<file path="src/rtl/serial_frame_rx.sv">
// serial_frame_rx: framed serial word receiver with parity/framing/overrun
// detection and a single-entry valid/ready output register.
module serial_frame_rx #(
  parameter int DATA_W     = 8,
  parameter bit PARITY_EN  = 1'b1,
  parameter bit PARITY_ODD = 1'b0
) (
  input  logic              clk,
  input  logic              rst,
  input  logic              serial_in,
  input  logic              bit_en,
  output logic [DATA_W-1:0] data_out,
  output logic              data_valid,
  input  logic              data_ready,
  output logic              parity_err,
  output logic              frame_err,
  output logic              overrun,
  output logic              busy
);

  localparam int CNT_W = (DATA_W < 2) ? 1 : $clog2(DATA_W);
  localparam logic [CNT_W-1:0] LAST = CNT_W'(DATA_W - 1);

  typedef enum logic [1:0] {
    IDLE,
    DATA,
    PARITY,
    STOP
  } state_t;

  state_t            state_q, state_d;
  logic [CNT_W-1:0]  cnt_q, cnt_d;
  logic [DATA_W-1:0] shreg_q, shreg_d;
  logic              par_bad_q, par_bad_d;
  logic              stop_bad_q, stop_bad_d;
  logic              resolve_q, resolve_d;
  logic [DATA_W-1:0] dout_q, dout_d;
  logic              valid_q, valid_d;
  logic              perr_q, perr_d;
  logic              ferr_q, ferr_d;
  logic              ovr_q, ovr_d;

  logic par_exp;
  logic good;
  logic accept;
  logic load;

  // Expected parity bit for the byte currently in the shift buffer.
  assign par_exp = PARITY_ODD ? ~(^shreg_q) : (^shreg_q);

  // Frame resolution runs one cycle after the stop bit is sampled.
  assign good   = resolve_q && !stop_bad_q && !par_bad_q;
  assign accept = valid_q && data_ready;
  assign load   = good && (!valid_q || data_ready);

  // Next-state logic for the bit FSM, the resolver and the output slot.
  always_comb begin
    state_d    = state_q;
    cnt_d      = cnt_q;
    shreg_d    = shreg_q;
    par_bad_d  = par_bad_q;
    stop_bad_d = stop_bad_q;
    resolve_d  = 1'b0;
    dout_d     = dout_q;
    valid_d    = valid_q;
    perr_d     = 1'b0;
    ferr_d     = 1'b0;
    ovr_d      = 1'b0;

    if (bit_en) begin
      unique case (state_q)
        IDLE: begin
          if (!serial_in) begin
            state_d   = DATA;
            cnt_d     = '0;
            par_bad_d = 1'b0;
          end
        end
        DATA: begin
          shreg_d = {serial_in, shreg_q[DATA_W-1:1]};
          cnt_d   = cnt_q + 1'b1;
          if (cnt_q == LAST) begin
            cnt_d   = '0;
            state_d = PARITY_EN ? PARITY : STOP;
          end
        end
        PARITY: begin
          par_bad_d = serial_in ^ par_exp;
          state_d   = STOP;
        end
        STOP: begin
          stop_bad_d = !serial_in;
          resolve_d  = 1'b1;
          state_d    = IDLE;
        end
        default: state_d = IDLE;
      endcase
    end

    ferr_d = resolve_q && stop_bad_q;
    perr_d = resolve_q && !stop_bad_q && par_bad_q;
    ovr_d  = good && valid_q && !data_ready;

    if (load) begin
      dout_d  = shreg_q;
      valid_d = 1'b1;
    end else if (accept) begin
      valid_d = 1'b0;
    end
  end

  // State and output registers; reset discards any partial frame.
  always_ff @(posedge clk) begin
    if (rst) begin
      state_q    <= IDLE;
      cnt_q      <= '0;
      shreg_q    <= '0;
      par_bad_q  <= 1'b0;
      stop_bad_q <= 1'b0;
      resolve_q  <= 1'b0;
      dout_q     <= '0;
      valid_q    <= 1'b0;
      perr_q     <= 1'b0;
      ferr_q     <= 1'b0;
      ovr_q      <= 1'b0;
    end else begin
      state_q    <= state_d;
      cnt_q      <= cnt_d;
      shreg_q    <= shreg_d;
      par_bad_q  <= par_bad_d;
      stop_bad_q <= stop_bad_d;
      resolve_q  <= resolve_d;
      dout_q     <= dout_d;
      valid_q    <= valid_d;
      perr_q     <= perr_d;
      ferr_q     <= ferr_d;
      ovr_q      <= ovr_d;
    end
  end

  assign data_out   = dout_q;
  assign data_valid = valid_q;
  assign parity_err = perr_q;
  assign frame_err  = ferr_q;
  assign overrun    = ovr_q;
  assign busy       = (state_q != IDLE);

endmodule

</file>
<file path="config.mk">
export PLATFORM = sky130hd
export DESIGN_NAME = serial_frame_rx
export DESIGN_NICKNAME = d
export VERILOG_FILES = /design/src/rtl/serial_frame_rx.sv
export SDC_FILE = /design/constraint.sdc
export NUM_CORES = 1
export LEC_CHECK = 0
export CAP_MARGIN = 20
export CORE_ASPECT_RATIO = 0.75
export CORE_UTILIZATION = 35
export DETAILED_ROUTE_END_ITERATION = 6
export PLACE_DENSITY_LB_ADDON = 0.25
export SYNTH_ARGS = -nofsm -noshare
export SYNTH_HDL_FRONTEND = slang
export SYNTH_SLANG_ARGS = --single-unit
</file>
<file path="constraint.sdc">
create_clock -name clk -period 1.8 [get_ports clk]
set_input_delay 0.27 -clock clk [delete_from_list [all_inputs] [get_ports clk]]
set_output_delay 0.27 -clock clk [all_outputs]
set_load 0.01 [all_outputs]
</file>
==> impl_metrics.json, run 1 <==
{
  "status": "finished clean",
  "antenna_cells": 0,
  "die_x_um": 69.3,
  "clockRootBuffer": "clkbuf_8",
  "post-place-ws_ns": 0.123,
  "clock-sinks": 28,
  "vdd_drop_max_mv": 0.403,
  "totalPowerFinal_mw": 1.13,
  "critPathMostFrequentCell": "inv_1",
  "fmax_mhz": 597,
  "fp.dieArea_um2": 3640,
  "synth_edf_count": 0,
  "drv_slew": 0,
  "hp-class": "reg -> reg",
  "setup_slack_ns": 0.125,
  "criticalPathCategory": "reg -> out",
  "drc": 0,
  "gr-total-overflow": 0,
  "synth_fp_nets": 139,
  "yosys_register_bits": 28,
  "grt_util_met2": 0.217,
  "crit_chain": "inv_1 -> ha_1 -> inv_1 -> dlygate4sd2_1",
  "io_pins": 18,
  "area_delta_synth_final_pct": 24.4,
  "crit_arrival_ns": 1.40,
  "ant_nets": 0,
  "grt_max_degree": 30,
  "core_um2": 3080,
  "worst_slew_pin_slew_ns": 0.449,
  "synth_area_per_cell_um2": 9.37,
  "grt_first_pass_wirelength_mm": 3.56,
  "dr.pass1.iters": 4,
  "leakagePower_nw": 0.619,
  "layout.nets": 159,
  "slowest_delay_ns": 0.37,
  "drt_iter0_markers": 39,
  "rows": 17,
  "path_max_fanout": 6,
  "cts_buffers": 3,
  "cp.required_ns": 1.53,
  "ys_types": 26,
  "fp.dieH_um": 52.5,
  "fin_skew_ns": 0.00446,
  "p_per_area_nw_per_um2": 764,
  "vias": 916,
  "hold_viol": 0,
  "critPathCaptureType": "output pin",
  "synth_most_common_cell": "dfxtp_1",
  "synth_top_area_share": 0.471,
  "grt_pass1_vias": 779,
  "start_util": 0.386,
  "rsz0062_at_grt": "false",
  "top_usage_layer": "met2",
  "hold-worst-slack_ns": 0.493,
  "synth_common_cells": "dfxtp_1 (28), nor2_1 (15), nand2_1 (12), a21oi_1 (11)",
  "gp_congestion": 0.780,
  "syn-cell-area_um2": 1190,
  "synth_area_leader_cell": "dfxtp_1",
  "layout-drive-gt1-share": 0.0616,
  "fin_setup_tns_ns": 0,
  "min_period_ns": 1.67,
  "portBuffers": 17,
  "clkTransAtPathRegs_ns": 0.09,
  "vias_per_cell": 4.98,
  "routed_wl_mm": 2.18,
  "antenna_found_initial": 0,
  "grt_usage": 0.125,
  "slew_headroom": 0.698,
  "seq_area_frac_synth": 0.471,
  "slowest_stage": "dfxtp_1",
  "maxCapViolations": 0,
  "h-tree-depth": 1,
  "postSynthCellCount": 127,
  "setup_viol": 0,
  "hpwl_mm": 1.58,
  "ys_top_cells_by_area": "dfxtp_1 (47%), mux2i_1 (7.6%), ha_1 (7.4%)",
  "met1_usage": 0.151,
  "async_flop_share": 0,
  "fin_crit_sh": 0.930,
  "clockBufferDepth": 2,
  "start_kind": "register",
  "routedWlPerCell_um": 11.8,
  "ys.warnings.count": 0,
  "worstSkewPairLatency_ns": 0.27,
  "cts_tree": "done",
  "synth_ff_type": "dfxtp_1",
  "met3_usage": 0.0481
}
==> critical path: cells and delay by family (launching register included) <==
kind       cells  cell delay, ns
fa+ha+maj      1            0.28
buf+inv        3            0.47
flops          1            0.37
==> final cells by class <==
cell class,count,area [um2]
fill,286,1600
multi-input combinational,90,594
clock buffer,4,55.1
sequential,28,561
inverter,3,11.3
timing repair buffer,21,211
tap,38,47.5
==> flip-flops by register name (all words and copies together), names as in the netlist <==
register / flops
cnt_q: 3
shreg_q: 8
data_valid: 1
parity_err: 1
par_bad_q: 1
frame_err: 1
stop_bad_q: 1
overrun: 1
state_q: 2
data_out: 8
resolve_q: 1
==> kinds of logic after synthesis <==
| group | synth area share |
|---|---|
| mux | 0.0757 |
| xor+xnor | 0.0631 |
| simple gates | 0.196 |
| compound gates | 0.0915 |
| buf+inv | 0.0294 |
| flops | 0.471 |
| fa+ha+maj | 0.0736 |
==> metrics by stage <==
step | cell area, um2 | instances | util
2_1_floorplan | 1190 | 127 | -
3_3_place_gp | 1430 | 180 | 0.462
3_5_place_dp | 1430 | 180 | 0.462
4_1_cts | 1480 | 184 | 0.480
5_1_grt | 1480 | 184 | 0.480
6_report | 1480 | 184 | 0.480
==> worst paths after layout <==
| path | start | to | slack (ns) | depth (start not counted) |
|---|---|---|---|---|
| max | state_q[0]$_SDFFE_PP0P_ | busy | 0.13 | 4 |
| min | par_bad_q$_SDFFE_PP0P_ | parity_err$_SDFF_PP0_ | 0.49 | 1 |
| max reg2reg | state_q[0]$_SDFFE_PP0P_ | cnt_q[2]$_SDFFE_PP0P_ | 0.13 | 6 |
| min reg2reg | par_bad_q$_SDFFE_PP0P_ | parity_err$_SDFF_PP0_ | 0.49 | 1 |
==> repair_timing <==
action | CTS | global route
resized for setup | 1 | 0
hold buffers | 0 | 0
setup endpoints to repair | 1 | 0
setup buffers | 0 | 0
endpoints found under the hold margin | 0 | 0
==> where the power goes <==
part,internal [mW],total [mW],switching [mW],leakage (nW)
Combinational,0.0489,0.116,0.0671,0.364
Sequential,0.626,0.633,0.00690,0.226
Clock,0.196,0.382,0.186,0.0288
==> layout by cell type, fill, tap and decap left out <==
master and n:
nand4b_1 1, a311oi_1 1, dfxtp_1 28, ha_1 7, nor2b_1 3, clkbuf_8 4
buf_12 1, nand3_1 9, o21ai_1 1, clkdlybuf4s50_1 16, nand3b_1 1, buf_4 3
and3b_1 1, a22oi_1 3, nor2_1 15, nor3_1 2, dlygate4sd2_1 1, o21ai_0 2
a211oi_1 1, xor2_1 2, inv_1 3, xnor2_1 4, a21oi_1 11, nand2_1 12
nand3_2 1, xnor3_1 1, nor4bb_1 1, nand2b_1 2, mux2i_1 9
==> layer usage <==
metal / vias to the layer above / wire length [um]
met5: - / 0
met4: 0 / 7
met3: 2 / 125
met2: 26 / 989
met1: 416 / 1050
li1: 472 / -
(Power assumes the default switching activity.)
==> run 2, diff against run 1 <==
==> constraint.sdc (replaced) <==
create_clock -name clk -period 1.44 [get_ports clk]
set_input_delay 0.216 -clock clk [delete_from_list [all_inputs] [get_ports clk]]
set_output_delay 0.216 -clock clk [all_outputs]
set_load 0.01 [all_outputs]
==> impl_metrics.json, run 2 (synthesis gave the netlist of run 1 again) <==
{
  "status": "finished clean",
  "antenna_cells": 0,
  "h-tree-depth": 1,
  "fmax_mhz": 722,
  "grt_max_degree": 30,
  "dr.pass1.iters": 4,
  "core_um2": 3080,
  "start_kind": "register",
  "fin_crit_sh": 0.961,
  "rows": 17,
  "hold_viol": 0,
  "critPathBufInv": 1,
  "grt_pass1_vias": 907,
  "hpwl_mm": 1.69,
  "cts_setup_buffers": 0,
  "start_util": 0.386,
  "crit_family": "buffers and inverters",
  "layout_common_cells": "dfxtp_1 (27), clkdlybuf4s50_1 (16), nor2_1 (15), nand2_1 (12)",
  "vias": 959,
  "gr-total-overflow": 0,
  "crit_arrival_ns": 1.17,
  "fin_skew_ns": 0.00359,
  "critPathCaptureType": "output pin",
  "path_max_fanout": 2,
  "setup_viol": 0,
  "clock-sinks": 28,
  "clockBufferDepth": 2,
  "slowest_stage": "clkdlybuf4s50_1",
  "maxCapViolations": 0,
  "totalPowerFinal_mw": 1.47,
  "grt_first_pass_wirelength_mm": 3.97,
  "criticalPathCategory": "reg -> out",
  "p_per_area_nw_per_um2": 939,
  "min_to": "parity_err$_SDFF_PP0_",
  "hp-class": "reg -> reg",
  "io_pins": 18,
  "ff2ff_path_depth": 6,
  "rr_endpoint": "state_q[1]$_SDFFE_PP0P_",
  "drc": 0,
  "drt_iter0_markers": 37,
  "vdd_drop_max_mv": 0.391,
  "cts_buffers": 3,
  "fp.dieArea_um2": 3640,
  "cts_tree": "done",
  "ant_nets": 0,
  "r2r_slack_ns": 0.06,
  "drv_slew": 0,
  "layout-drive-gt1-share": 0.156,
  "gp_congestion": 0.834,
  "die_x_um": 69.3,
  "cp.required_ns": 1.22,
  "routed_wl_mm": 2.34,
  "dp.cells": 188,
  "leakagePower_nw": 0.663,
  "min_period_ns": 1.38,
  "worstSkewPairLatency_ns": 0.27,
  "worst_slew_pin_slew_ns": 0.281,
  "hold-worst-slack_ns": 0.491,
  "ctsHoldBuffers": 0,
  "grt_usage": 0.140,
  "layout_commonest_cell": "dfxtp_1",
  "antenna_found_initial": 0,
  "routedWlPerCell_um": 12.2,
  "fp.dieH_um": 52.5,
  "reg2reg_from": "cnt_q[0]$_SDFFE_PP0P_",
  "vias_per_cell": 4.99,
  "area_delta_synth_final_pct": 31.4,
  "layout.nets": 167,
  "clkTransAtPathRegs_ns": 0.09,
  "fin_cells": 192,
  "slowest_delay_ns": 0.54,
  "slew_headroom": 0.812,
  "min_path_cells": 1,
  "worstHoldStart": "stop_bad_q$_SDFFE_PP0P_",
  "crit_chain": "clkdlybuf4s50_1",
  "clockRootBuffer": "clkbuf_8",
  "portBuffers": 17
}
## run 2: cell count changes in the layout (fill, tap and decap cells not counted), moves of 2 or more
cell     previous run  this run
buf_4               3        11
inv_1               3         1
inv_2               0         2
nor2b_1             3         1
nor2b_2             0         2
## run 2: stage by stage
step / cell area [um2] / setup TNS, ns / worst slack, ns / utilization
after detailed placement: 1490 / -0.861 / -0.122 / 0.482
after global placement: 1490 / -0.223 / -0.0380 / 0.482
after CTS: 1560 / 0 / 0.0160 / 0.504
final: 1560 / 0 / 0.0559 / 0.507
after global routing: 1560 / -0.00881 / -0.00881 / 0.507
after floorplan: 1190 / 0 / 0.0535 / -
## run 2: what timing repair did
action                                  4_1_cts  5_1_grt
pin swaps                                     0        1
gates resized for setup                       4        6
endpoints found under the setup margin        4        6
## run 2: cell type report
class | count | area (um2)
Sequential cell | 28 | 562
Multi-Input combinational cell | 90 | 617
Inverter | 3 | 11.3
Timing Repair Buffer | 29 | 272
Tap cell | 38 | 47.5
Clock buffer | 4 | 55.1
Fill cell | 277 | 1520
## run 2: per-layer routing
layer	GRT usage	wire length (um)
met1	0.161	1110
met2	0.256	1110
met3	0.0423	108
met4	0.0408	8
met5	0	0
## run 2: report_power, final
part	leakage (nW)	internal [mW]	switching [mW]	total, mW
sequential	0.226	0.783	0.00705	0.791
combinational	0.408	0.0975	0.100	0.198
clock	0.0288	0.245	0.235	0.480
total	0.663	1.13	0.343	1.47
## run 2: how the worst max path moves through the flow
stage                                   from                 endpoint  slack [ns]  depth (start not counted)
detailed placement                 serial_in    cnt_q[0]$_SDFFE_PP0P_       -0.12                          6
finish              data_out[7]$_SDFFE_PP0P_              data_out[7]        0.06                          1
CTS                    cnt_q[0]$_SDFFE_PP0P_  state_q[1]$_SDFFE_PP0P_        0.02                          6
global placement                   serial_in    cnt_q[1]$_SDFFE_PP0P_       -0.04                          6
floorplan            state_q[1]$_SDFFE_PP0P_    cnt_q[0]$_SDFFE_PP0P_        0.05                          7
global route           cnt_q[0]$_SDFFE_PP0P_  state_q[1]$_SDFFE_PP0P_      -0.009                          6
==> run 3, diff against run 2 <==
--- a/config.mk
+++ b/config.mk
@@ -7,6 +7,7 @@
 export LEC_CHECK = 0
 export CAP_MARGIN = 20
 export CORE_ASPECT_RATIO = 0.75
+export CORE_MARGIN = 4
 export CORE_UTILIZATION = 35
 export DETAILED_ROUTE_END_ITERATION = 6
 export PLACE_DENSITY_LB_ADDON = 0.25
==> impl_metrics.json, run 3 (synthesis gave the netlist of run 1 again) <==
{
  "placed_area_um2": 1510,
  "dr.pass1.iters": 4,
  "start_kind": "register",
  "fmax_mhz": 727,
  "layout-drive-gt1-share": 0.156,
  "antenna_cells": 0,
  "rr_endpoint": "shreg_q[1]$_SDFFE_PP0P_",
  "fin_setup_tns_ns": 0,
  "cts_tree": "done",
  "layout_common_cells": "dfxtp_1 (27), clkdlybuf4s50_1 (16), nor2_1 (15), nand2_1 (12), buf_4 (11)",
  "setup_viol": 0,
  "layout.nets": 168,
  "worstSkewPairLatency_ns": 0.26,
  "slowest_stage": "dfxtp_1",
  "leakagePower_nw": 0.666,
  "criticalPathCategory": "reg -> out",
  "cp.required_ns": 1.22,
  "slew_headroom": 0.848,
  "r2r_slack_ns": 0.10,
  "cts-resized-gates": 3,
  "worst_slew_pin_slew_ns": 0.226,
  "hold_viol": 0,
  "routedWlPerCell_um": 11.8,
  "post-place-ws_ns": -0.0403,
  "die_x_um": 75.3,
  "fin_crit_sh": 0.955,
  "ant_nets": 0,
  "layout_commonest_cell": "dfxtp_1",
  "fp.dieArea_um2": 4410,
  "drt_iter0_markers": 42,
  "utilization": 0.479,
  "clockBufferDepth": 2,
  "min_period_ns": 1.38,
  "drv_slew": 0,
  "worstHoldStart": "par_bad_q$_SDFFE_PP0P_",
  "fp.dieH_um": 58.5,
  "drc": 0,
  "reg2reg_from": "state_q[0]$_SDFFE_PP0P_",
  "crit_family": "flip-flops",
  "ff2ff_path_depth": 7,
  "cts_setup_buffers": 0,
  "grt_first_pass_wirelength_mm": 3.87,
  "min_to": "parity_err$_SDFF_PP0_",
  "fin_area_um2": 1570,
  "critPathBufInv": 3,
  "rows": 18,
  "area_delta_synth_final_pct": 32.3,
  "clock-sinks": 28,
  "critPathCaptureType": "output pin",
  "antenna_found_initial": 0,
  "grt_usage": 0.112,
  "slowest_delay_ns": 0.36,
  "maxCapViolations": 0,
  "clockRootBuffer": "clkbuf_8",
  "vias": 948,
  "setup_slack_ns": 0.0642,
  "grt_max_degree": 30,
  "fin_skew_ns": 0.00199,
  "io_pins": 18,
  "hp-class": "reg -> reg",
  "vias_per_cell": 4.89,
  "vdd_drop_max_mv": 0.464,
  "grt_pass1_vias": 924,
  "crit_chain": "inv_2 -> ha_4 -> inv_1 -> dlygate4sd2_1",
  "min_path_cells": 1,
  "start_util": 0.362,
  "portBuffers": 17,
  "cts_buffers": 3,
  "ctsHoldBuffers": 0,
  "core_um2": 3290,
  "crit_arrival_ns": 1.16,
  "status": "finished clean",
  "p_per_area_nw_per_um2": 880,
  "path_max_fanout": 5,
  "routed_wl_mm": 2.29,
  "h-tree-depth": 1,
  "totalPowerFinal_mw": 1.38,
  "gp_congestion": 0.841,
  "hpwl_mm": 1.64,
  "clkTransAtPathRegs_ns": 0.08,
  "nFillCells": 316,
  "gr-total-overflow": 0
}
==> run 3: layout make-up <==
type / count / area, um2 / share of cell area
flip-flops and latches: 28 / 562 / 0.357
multi-input cells: 90 / 618 / 0.393
inverters: 3 / 11.3 / 0.00715
clock buffers: 3 / 41.3 / 0.0262
repair buffers: 30 / 292 / 0.185
well taps: 40 / 50.0 / 0.0318
==> run 3: worst max-delay path by stage <==
| stage | from | depth (start not counted) | endpoint | slack (ns) |
|---|---|---|---|---|
| after CTS | state_q[1]$_SDFFE_PP0P_ | 4 | busy | 0.02 |
| after global routing | state_q[0]$_SDFFE_PP0P_ | 7 | shreg_q[6]$_SDFFE_PP0P_ | -0.006 |
| after global placement | serial_in | 6 | cnt_q[0]$_SDFFE_PP0P_ | 0.001 |
| final | state_q[0]$_SDFFE_PP0P_ | 4 | busy | 0.06 |
| after detailed placement | serial_in | 6 | cnt_q[0]$_SDFFE_PP0P_ | -0.04 |
| after floorplan | state_q[1]$_SDFFE_PP0P_ | 7 | cnt_q[0]$_SDFFE_PP0P_ | 0.05 |
==> run 3: power breakdown <==
part           leakage (nW)  internal, mW  switching, mW
logic                 0.418        0.0963         0.0972
clock network        0.0216         0.187          0.214
registers             0.226         0.783        0.00728
total                 0.666          1.07          0.318
==> run 3: per-layer routing <==
layer  vias to the layer above  track usage  wire length [um]
met1                       438        0.138              1110
met2                        22        0.187              1050
met4                         0       0.0324                23
met5                         -            0                 0
li1                        486            -                 -
met3                         2       0.0358               107
==> run 3: through the flow <==
stage,std cells,hold slack [ns]
finish,194,0.484
floorplan,127,0.325
detailed placement,191,0.472
CTS,194,0.487
global route,194,0.500
global placement,191,0.471
==> run 3: worst register-to-register path: cells and delay by family (launching register included) <==
kind,cells,cell delay (ns)
AO/OA/AOI/OAI,1,0.14
adder cells (fa/ha/maj),1,0.20
buffers and inverters,3,0.45
flip-flops,1,0.33
AND/OR/NAND/NOR,2,0.15
